--- config.mk ---
export PLATFORM = sky130hd
export DESIGN_NAME = regfile_wb_arbiter
export DESIGN_NICKNAME = d
export VERILOG_FILES = /design/src/rtl/regfile_wb_arbiter.sv
export SDC_FILE = /design/constraint.sdc
export NUM_CORES = 1
export LEC_CHECK = 0
export BUFFER_PORTS_ARGS = -buffer_cell sky130_fd_sc_hd__buf_2
export CORE_MARGIN = 2
export CORE_UTILIZATION = 40
export CTS_BUF_LIST = sky130_fd_sc_hd__clkbuf_8
export CTS_CLUSTER_DIAMETER = 120
export DETAILED_ROUTE_END_ITERATION = 6
export PLACE_DENSITY = 0.64
export SETUP_SLACK_MARGIN = 0.05
export SYNTH_ARGS = -nofsm -noshare
export SYNTH_HDL_FRONTEND = slang
export SYNTH_SLANG_ARGS = --single-unit
--- constraint.sdc ---
create_clock -name clk -period 2.7 [get_ports clk]
set_input_delay 0.135 -clock clk [delete_from_list [all_inputs] [get_ports clk]]
set_output_delay 0.135 -clock clk [all_outputs]
set_load 0.03 [all_outputs]
--- src/rtl/regfile_wb_arbiter.sv ---
// Arbitrates ALU and load writebacks onto one register-file write port through one-entry buffers.
// Latency: accepted write reaches the port the next cycle at the earliest, 2 cycles worst case; ready drops only while a buffer is held.
module regfile_wb_arbiter #(
  parameter int AW = 5,
  parameter int DW = 32,
  parameter int CW = 16
) (
  input  logic          clk,
  input  logic          rst,
  input  logic          req0_valid,
  output logic          req0_ready,
  input  logic [AW-1:0] req0_addr,
  input  logic [DW-1:0] req0_data,
  input  logic          req1_valid,
  output logic          req1_ready,
  input  logic [AW-1:0] req1_addr,
  input  logic [DW-1:0] req1_data,
  output logic          w_en,
  output logic [AW-1:0] waddr,
  output logic [DW-1:0] wdata,
  input  logic [AW-1:0] raddr1,
  input  logic [AW-1:0] raddr2,
  output logic          busy1,
  output logic          busy2,
  output logic [CW-1:0] conflict_cnt
);

  logic [1:0]    buf_v;
  logic [AW-1:0] buf_addr [2];
  logic [DW-1:0] buf_data [2];
  logic          prio;
  logic          older;

  logic          gnt_vld;
  logic          gnt_idx;
  logic [1:0]    gnt_hit;
  logic [1:0]    acc;
  logic [1:0]    keep;
  logic [AW-1:0] gnt_addr;
  logic [DW-1:0] gnt_data;

  // Same-register pairs must drain in acceptance order; otherwise alternate fairly.
  always_comb begin
    gnt_vld = |buf_v;
    gnt_idx = 1'b0;
    case (buf_v)
      2'b01:   gnt_idx = 1'b0;
      2'b10:   gnt_idx = 1'b1;
      2'b11:   gnt_idx = (buf_addr[0] == buf_addr[1]) ? older : prio;
      default: gnt_idx = 1'b0;
    endcase
  end

  assign gnt_hit    = {gnt_vld & gnt_idx, gnt_vld & ~gnt_idx};
  assign req0_ready = ~buf_v[0] | gnt_hit[0];
  assign req1_ready = ~buf_v[1] | gnt_hit[1];
  assign acc        = {req1_valid & req1_ready, req0_valid & req0_ready};
  assign keep       = buf_v & ~gnt_hit;

  assign gnt_addr = buf_addr[gnt_idx];
  assign gnt_data = buf_data[gnt_idx];

  // Address 0 is hardwired in the register file, so such entries drain without a write.
  assign w_en  = gnt_vld & (gnt_addr != '0) & ~rst;
  assign waddr = w_en ? gnt_addr : '0;
  assign wdata = w_en ? gnt_data : '0;

  assign busy1 = (raddr1 != '0) &&
                 ((buf_v[0] && buf_addr[0] == raddr1) || (buf_v[1] && buf_addr[1] == raddr1));
  assign busy2 = (raddr2 != '0) &&
                 ((buf_v[0] && buf_addr[0] == raddr2) || (buf_v[1] && buf_addr[1] == raddr2));

  always_ff @(posedge clk) begin
    if (rst) begin
      buf_v        <= '0;
      buf_addr[0]  <= '0;
      buf_addr[1]  <= '0;
      buf_data[0]  <= '0;
      buf_data[1]  <= '0;
      prio         <= 1'b0;
      older        <= 1'b0;
      conflict_cnt <= '0;
    end else begin
      if (gnt_vld)
        prio <= ~gnt_idx;

      if (acc[0]) begin
        buf_v[0]    <= 1'b1;
        buf_addr[0] <= req0_addr;
        buf_data[0] <= req0_data;
      end else if (gnt_hit[0]) begin
        buf_v[0] <= 1'b0;
      end

      if (acc[1]) begin
        buf_v[1]    <= 1'b1;
        buf_addr[1] <= req1_addr;
        buf_data[1] <= req1_data;
      end else if (gnt_hit[1]) begin
        buf_v[1] <= 1'b0;
      end

      // Requester 0 is earlier in program order when both arrive together.
      if (acc == 2'b11)
        older <= 1'b0;
      else if (acc[0] && keep[1])
        older <= 1'b1;
      else if (acc[1] && keep[0])
        older <= 1'b0;

      if ((&buf_v) && (conflict_cnt != '1))
        conflict_cnt <= conflict_cnt + 1'b1;
    end
  end

endmodule
# == After elaboration in Yosys (flattened, before gate mapping) ==
# Memory sizes are Yosys's and may differ from the RTL's.
# Cells that the tools add are included.
# word_totals
ff_bits,20
latchBits,0
ramBits,74
mem_bits_ro,0
elab_cells,77
memories,2
# memory_table
name,words,width,rd,rd_ports_with_merged_regs,wr,line_no,text
buf_data,2,32,1,0,2,30,logic [DW-1:0] buf_data [2];
buf_addr,2,5,3,0,2,29,logic [AW-1:0] buf_addr [2];
# classes
addsub,1
n_mul,0
div_mod_pow,0
magnitude_cmp,0
eq_ne,9
shift,0
muxes,22
bitwise,18
reduce_logical,20
# op_table
op,n
$mux 32,3
$eq 5x5->1,5
$add 16x1->16 const B,1
$ne 16x16->1 const B,1
$mux 1,15
$mux 5,3
$reduce_bool 5->1,3
$logic_and 1x1->1,9
$and 1x1->1,6
$eq 2x2->1 const B,3
$or 1x1->1,6
$reduce_bool 2->1,3
$not 1->1,4
$reduce_or 2->1,2
$and 2x2->2,1
$logic_or 1x1->1,2
$not 2->2,1
$pmux 1 s2,1
$reduce_and 2->1,1

# == Depth between registers and ports, before layout ==
# Gate-level depths: netlist of the first run.
# logic_depth
word_depth,11
mapped_depth,8

# == Worst setup path before layout of the first run ==
# Ideal clock, no wire load.
# synth_path
path_type,reg2reg
startpoint,mem buf_addr[1][2]
endpoint,"mem buf_addr[0][0], enable pin"
setup_time_ps,393
arrival_ps,2345
required_time_ps,2307
path_slack_ps,-38
path_stages_with_launch,9
path_buffers,2
synth_period_minus_slack_ps,2738
path_cell_list,edfxtp_1 -> clkbuf_2 -> xnor2_1 -> and2_1 -> a21boi_4 -> o21ba_2 -> buf_6 -> inv_2 -> a21o_1
# synth_lines
item,line_no
"start, declared",29

==> qor.txt, run 1 <==
Fmax: 390 MHz
Pins Over Slew Limit: 0
Routability Congestion: 0.910
Largest area contributor in the netlist: edfxtp_1
PortBufs: 145
Share of cells above drive strength 1: 28.2%
# setup viols final: 0
Clk buf depth: 2
Mapped cell area: 5950 sq um
Number of synthesized flops with an enable pin: 74
Yosys reg bits: 94
Core Box Area: 14,500 sq um
Die width: 126 um
Clock root buffer: clkbuf_8
Worst setup EP type: output port
CP Class: reg -> out
Worst-margin pin slew: 655 ps
Number of global-route vias before repair: 5,333
Initial antenna violation count: 0
Post-synthesis sequential area ratio: 44.0%
Cells after Synth: 686
DRC marker count from the first detailed-route iteration: 563
DRT antenna net count: 0
Cell row count: 44
Total congestion overflow: 0
CP max stage delay: 450 ps
CTS tree: built
Io pins: 146
Leakage power: 2.80 nW
Die height: 126 um
Syn_nets: 775
Outcome: finished clean
Final Non-Filler Cells: 997
Maximum Capacitance Violations: 0
Worst vdd ir: 0.000241 V
Rel. slew slack: 56.2%
First-pass GRT wire length: 27,200 um
Cts bufs inserted: 9
Routed WL: 17,500 um
DIE AREA: 15,900 sq um
Area growth from synthesis to layout: 20.3%
Top post-synthesis cells by area: edfxtp_1, nand2_1, o22ai_1
Yosys Warn Count: 0
Crit path launch type: register
Routed len/inst: 17.5 um
HP Class: in -> reg
Largest net degree at the start of global routing: 61
CTS Sinks: 94
Synth unique cells: 55
Pwr Density: 483 nW/um^2
Starting Density: 41.0%
Req. time, crit path: 2570 ps
Critical Path AT: 2430 ps
Async set-reset flop share out of synthesis: 0%
Most common flop cell mapped by yosys: edfxtp_1
DRC errors left: 0
Skew-Pair Late Insertion Delay: 380 ps
N_diodes: 0
Final worst path period share: 94.9%
FILL cells: 1,387
Critical path fanouts, max: 16
Synth top area share: 37.3%
DP Area: 6810 sq um
Worst-path cell chain: xnor2_1 > nand3_1 > o21ai_2 > buf_4 > o2111ai_1 > a21oi_1 > buf_2
Number of nets in the layout: 897
Slowest stage cell, crit path: edfxtp_1
Final Core Density: 49.3%
Post-DR vias/cell: 5.74
Dpl hpwl: 11,900 um
Worst-path clk slew: 100 ps
Final Hold Fails: 0
H-tree depth: 3
Total power: 3.46 mW
Worst Skew: 15.8 ps
Mapped Avg Cell Area: 8.68 sq um
Vias: 5,722
Drt first pass iters: 6
# placed instances: 967
Minimum clock period: 2560 ps
Final instance area: 7170 sq um
Gr usage total: 21.2%
[routing by layer]
layer / share of wire (%) / vias to the layer above / global-route usage (%)
li1: - / 2759 / -
met3: 6.7 / 23 / 3.99
met4: 1.9 / 0 / 7.11
met5: 0 / - / 0
met1: 44 / 2703 / 28.7
met2: 47 / 237 / 34.3
[through the flow]
| step | setup TNS (ps) | hold WS, ps | setup WS (ps) |
|---|---|---|---|
| global route | -25.1 | 94.1 | -15.7 |
| detailed placement | 0 | 496 | 360 |
| finish | 0 | 104 | 138 |
| global placement | 0 | 497 | 422 |
| CTS | 0 | 95.7 | 58.1 |
| floorplan | 0 | 307 | 78.2 |
[sequential cells by signal, summed over array words and instances, names as in the netlist]
register      count
buf_v             2
prio              1
buf_addr         10
older             1
conflict_cnt     16
buf_data         64
[synthesized netlist by cell type (2+ instances only)]
| cell | number |
|---|---|
| mux2i_1 | 3 |
| inv_1 | 6 |
| or4_1 | 3 |
| nand3b_1 | 3 |
| o211ai_1 | 6 |
| clkbuf_1 | 40 |
| clkbuf_2 | 5 |
| edfxtp_1 | 74 |
| xnor2_1 | 17 |
| a2111oi_0 | 3 |
| o21ai_1 | 5 |
| nor2b_1 | 32 |
| inv_2 | 2 |
| dfxtp_1 | 20 |
| buf_4 | 2 |
| a21o_1 | 2 |
| and4_1 | 2 |
| nor2_1 | 21 |
| o2111ai_1 | 32 |
| nor4_1 | 4 |
| buf_6 | 6 |
| a2111oi_4 | 2 |
| a211oi_1 | 2 |
| nand3_1 | 14 |
| buf_2 | 20 |
| o22ai_1 | 74 |
| o21ai_0 | 38 |
| xor2_1 | 17 |
| o21bai_1 | 2 |
| a21oi_1 | 47 |
| nand4_1 | 2 |
| nor3_1 | 3 |
| nor2_2 | 2 |
| nand2_1 | 154 |
[path summary, 6_finish.rpt]
kind                    from               to  cells past startpoint  slack (ps)
min            req0_data[25]  buf_data[0][25]                      3         100
max           buf_addr[1][2]        wdata[28]                      7         140
max reg2reg   buf_addr[1][2]  buf_data[1][17]                      7         360
min reg2reg  conflict_cnt[8]  conflict_cnt[8]                      2         540
[power by group]
group / switching (mW) / internal (mW) / total (mW)
logic: 0.481 / 0.296 / 0.777
clock network: 0.516 / 0.423 / 0.939
registers: 0.0537 / 1.69 / 1.74
total: 1.05 / 2.41 / 3.46
[worst max-delay path: cells and delay by family (launching register included)]
kind            cells  cell delay (ps)
compound gates      3              590
simple gates        1              220
buf+inv             2              470
xor+xnor            1              300
flops               1              450
[layout make-up]
class | count | area [sq um] | area share [%]
well taps | 184 | 230 | 3.21
clock buffers | 9 | 124 | 1.73
flip-flops and latches | 94 | 2620 | 36.6
multi-input cells | 510 | 3030 | 42.3
clock inverters | 7 | 65.1 | 0.908
inverters | 8 | 30.0 | 0.419
repair buffers | 185 | 1060 | 14.8
[placed cells by master (no fill, tap or decap), drive strengths merged, types with 5 or more instances in the layout]
cell type	Yosys	final
xor2	17	17
o2111ai	32	32
buf	29	184
nor2	23	23
nand2	155	155
xnor2	17	17
a21oi	47	47
edfxtp	74	74
nand3	14	14
o22ai	74	74
o211ai	6	6
o21ai	43	43
clkbuf	45	10
inv	8	11
nor2b	32	32
dfxtp	20	20
a2111oi	5	5
[cell families (layout without fill, tap and decap cells)]
| family | after synthesis | count (layout) | share of synthesized area (%) |
|---|---|---|---|
| multiplexers | 3 | 3 | 0.504 |
| AND/OR/NAND/NOR | 251 | 251 | 19.4 |
| adder cells (fa/ha/maj) | 1 | 1 | 0.210 |
| XOR/XNOR | 34 | 34 | 5.00 |
| AO/OA/AOI/OAI | 221 | 221 | 24.3 |
| flip-flops | 94 | 94 | 44.0 |
| buffers and inverters | 82 | 209 | 6.58 |
[repair_timing]
item                                   4_1_cts  5_1_grt
endpoints found under the hold margin        0        0
pin swaps                                    0        0
gates resized for setup                      1       12
setup endpoints to repair                   12       38
setup buffers                                1       13
hold buffers                                 0        0
Power figures use the tool's default switching activity.
==> inputs of run 2 (changes only) <==
Settings changed: MAX_ROUTING_LAYER from default to met4, PLACE_DENSITY 0.64 to 0.62.
Clock period 2.7 ns to 2.37 ns, I/O delays scaled along.
==> run 2 against run 1 <==
  * Flip-flop and latch count unchanged
  * Cell count increased by 1.3%
  * Sequential power increased by 14%
  * Non-clock buffer count increased by 13
  * Sequential share of layout area decreased by 2.7 points
  * Worst setup slack got worse by 300 ps
  * Clock skew decreased by 4.0 ps
  * Register-to-register slack got worse by 320 ps
  * Via count increased by 4.2%
  * The flow now finishes with violations (negative setup slack)
==> qor.txt, run 2 (synthesized netlist as in run 1, its figures left out) <==
Outcome: finished with violations
Failing checks: negative setup slack
Internal Power: 2.86 mW (+19%)
Top Registers: buf_data (64), conflict_cnt (16), buf_addr (10)
Worst-margin pin slew: 712 ps (+57.8 ps)
Worst-path clk slew: 100 ps (about the same)
Routed WL: 19,100 um (+9.4%)
Area growth from synthesis to layout: 29.9%
Core Box Area: 14,500 sq um (unchanged)
H-tree depth: 3 (unchanged)
Cell row count: 44 (unchanged)
Leakage power: 2.96 nW (+6.1%)
Most common cell after layout, fill and taps aside: nand2_1
Sw frac: 30.8% (+0.46 points)
Final worst path period share: 107%
Worst Skew: 11.8 ps (-3.98 ps)
HP Class: in -> reg
# setup viols final: 38 (+38)
Number of nets in the layout: 910 (+1.4%)
Minimum clock period: 2530 ps
DRT antenna net count: 0 (unchanged)
Maximum Capacitance Violations: 0 (unchanged)
Drt first pass iters: 5 (-1)
Worst setup EP type: output port
Initial antenna violation count: 0 (unchanged)
Top reg by flops: buf_data
Rel. slew slack: 52.4% (-3.9 points)
Gr usage total: 22.7% (+1.5 points)
Switching power: 1.28 mW (+22%)
Starting Density: 41.0% (unchanged)
Final Core Density: 53.2% (+3.9 points)
Clk buf depth: 2 (unchanged)
Most frequent cells in the layout: nand2_1, buf_2, o22ai_1, edfxtp_1, buf_4
Dpl hpwl: 11,900 um (+0.20%)
# placed instances: 976 (+0.93%)
Total power: 4.14 mW (+20%)
DRC marker count from the first detailed-route iteration: 626 (+11%)
Number of global-route vias before repair: 5,445 (+2.1%)
Clock root buffer: clkbuf_8
Hold Buf Count CTS: 0 (unchanged)
Req. time, crit path: 2250 ps (-320 ps)
CP Class: reg -> out
PortBufs: 145 (unchanged)
Pins Over Slew Limit: 0 (unchanged)
Final worst slack: -164 ps (-302 ps)
Crit path launch type: register
Worst vdd ir: 0.000322 V (+33%)
Routability Congestion: 0.898 (-1.4%)
Routed len/inst: 18.9 um (+8.0%)
Share of cells above drive strength 1: 31.4% (+3.2 points)
Final Hold Fails: 0 (unchanged)
Pwr Density: 535 nW/um^2 (+11%)
RSZ-0062 raised after global routing: yes
Fmax: 395 MHz
Post-DR vias/cell: 5.90 (+2.8%)
DIE AREA: 15,900 sq um (unchanged)
CTS tree: built
Critical Path AT: 2420 ps (about the same)
Skew-Pair Late Insertion Delay: 390 ps (about the same)
DRC errors left: 0 (unchanged)
Cts bufs inserted: 9 (unchanged)
CTS Sinks: 94 (unchanged)
Worst Hold Margin: 74.7 ps (-29.3 ps)
Max FFs per register: 64 (unchanged)
Comb power frac: 26.4% (+3.9 points)
First-pass GRT wire length: 28,000 um (+3.0%)
Largest net degree at the start of global routing: 51 (-16%)
N_diodes: 0 (unchanged)
Io pins: 146 (unchanged)
Die height: 126 um (unchanged)
Final Non-Filler Cells: 1,010 (+1.3%)
Total congestion overflow: 0 (unchanged)
Critical path fanouts, max: 10 (-6)
Vias: 5,960 (+4.2%)
Clock power share: 25.8% (-1.4 points)
Reg power frac: 47.8% (-2.6 points)
Die width: 126 um (unchanged)
==> run 2: final timing paths <==
path | from | end | slack, ps | cells past startpoint
worst max register to register | buf_addr[0][1] | buf_data[0][24] | 40 | 9
worst min register to register | conflict_cnt[8] | conflict_cnt[8] | 540 | 2
worst min-delay path | rst | conflict_cnt[12] | 70 | 2
worst max-delay path | buf_addr[0][1] | wdata[29] | -160 | 8
==> run 2: power by group through the flow <==
stage	logic [mW]	clock network [mW]	registers, mW
final	1.09	1.07	1.98
after global routing	1.16	1.16	1.99
after CTS	0.934	1.08	1.97
after detailed placement	0.882	0	2.01
after global placement	0.870	0	2.01
after floorplan	0.553	0	1.99
==> run 2: what timing repair did <==
| item | in CTS | in global routing |
|---|---|---|
| endpoints found under the setup margin | 38 | 38 |
| buffers inserted | 3 | 7 |
| gates resized for setup | 38 | 102 |
| pin swaps | 1 | 22 |
| gates cloned | 2 | 6 |
==> run 2: layout make-up <==
cell class,instances,area [sq um]
inverter,8,30.0
tap,184,230
timing repair buffer,198,1520
clock buffer,9,124
fill,1317,6800
multi-input combinational,510,3140
clock inverter,7,65.1
sequential,94,2620
==> run 2: critical path: stages, from the launching register on <==
cell and delay, ps:
edfxtp_1 480, xnor2_2 230, nand3_1 230, o21ai_4 220, buf_12 140, clkbuf_16 170, o2111ai_1 120, a21oi_1 240
buf_4 200
==> run 2: metal layers <==
| layer | vias to the layer above | routed length [um] | GRT usage [%] |
|---|---|---|---|
| li1 | 2788 | - | - |
| met2 | 286 | 8730 | 34.8 |
| met3 | 36 | 1510 | 4.76 |
| met4 | 0 | 456 | 6.53 |
| met1 | 2850 | 8400 | 30.6 |
| met5 | - | 0 | - |
==> run 2: stage by stage <==
| step | setup TNS, ps | setup WS (ps) | instance area (sq um) |
|---|---|---|---|
| 3_3_place_gp | 0 | 244 | 6980 |
| 5_1_grt | -8360 | -238 | 7730 |
| 2_1_floorplan | 0 | 57.0 | 5960 |
| 3_5_place_dp | 0 | 233 | 6980 |
| 6_report | -3810 | -164 | 7730 |
| 4_1_cts | -2260 | -114 | 7320 |
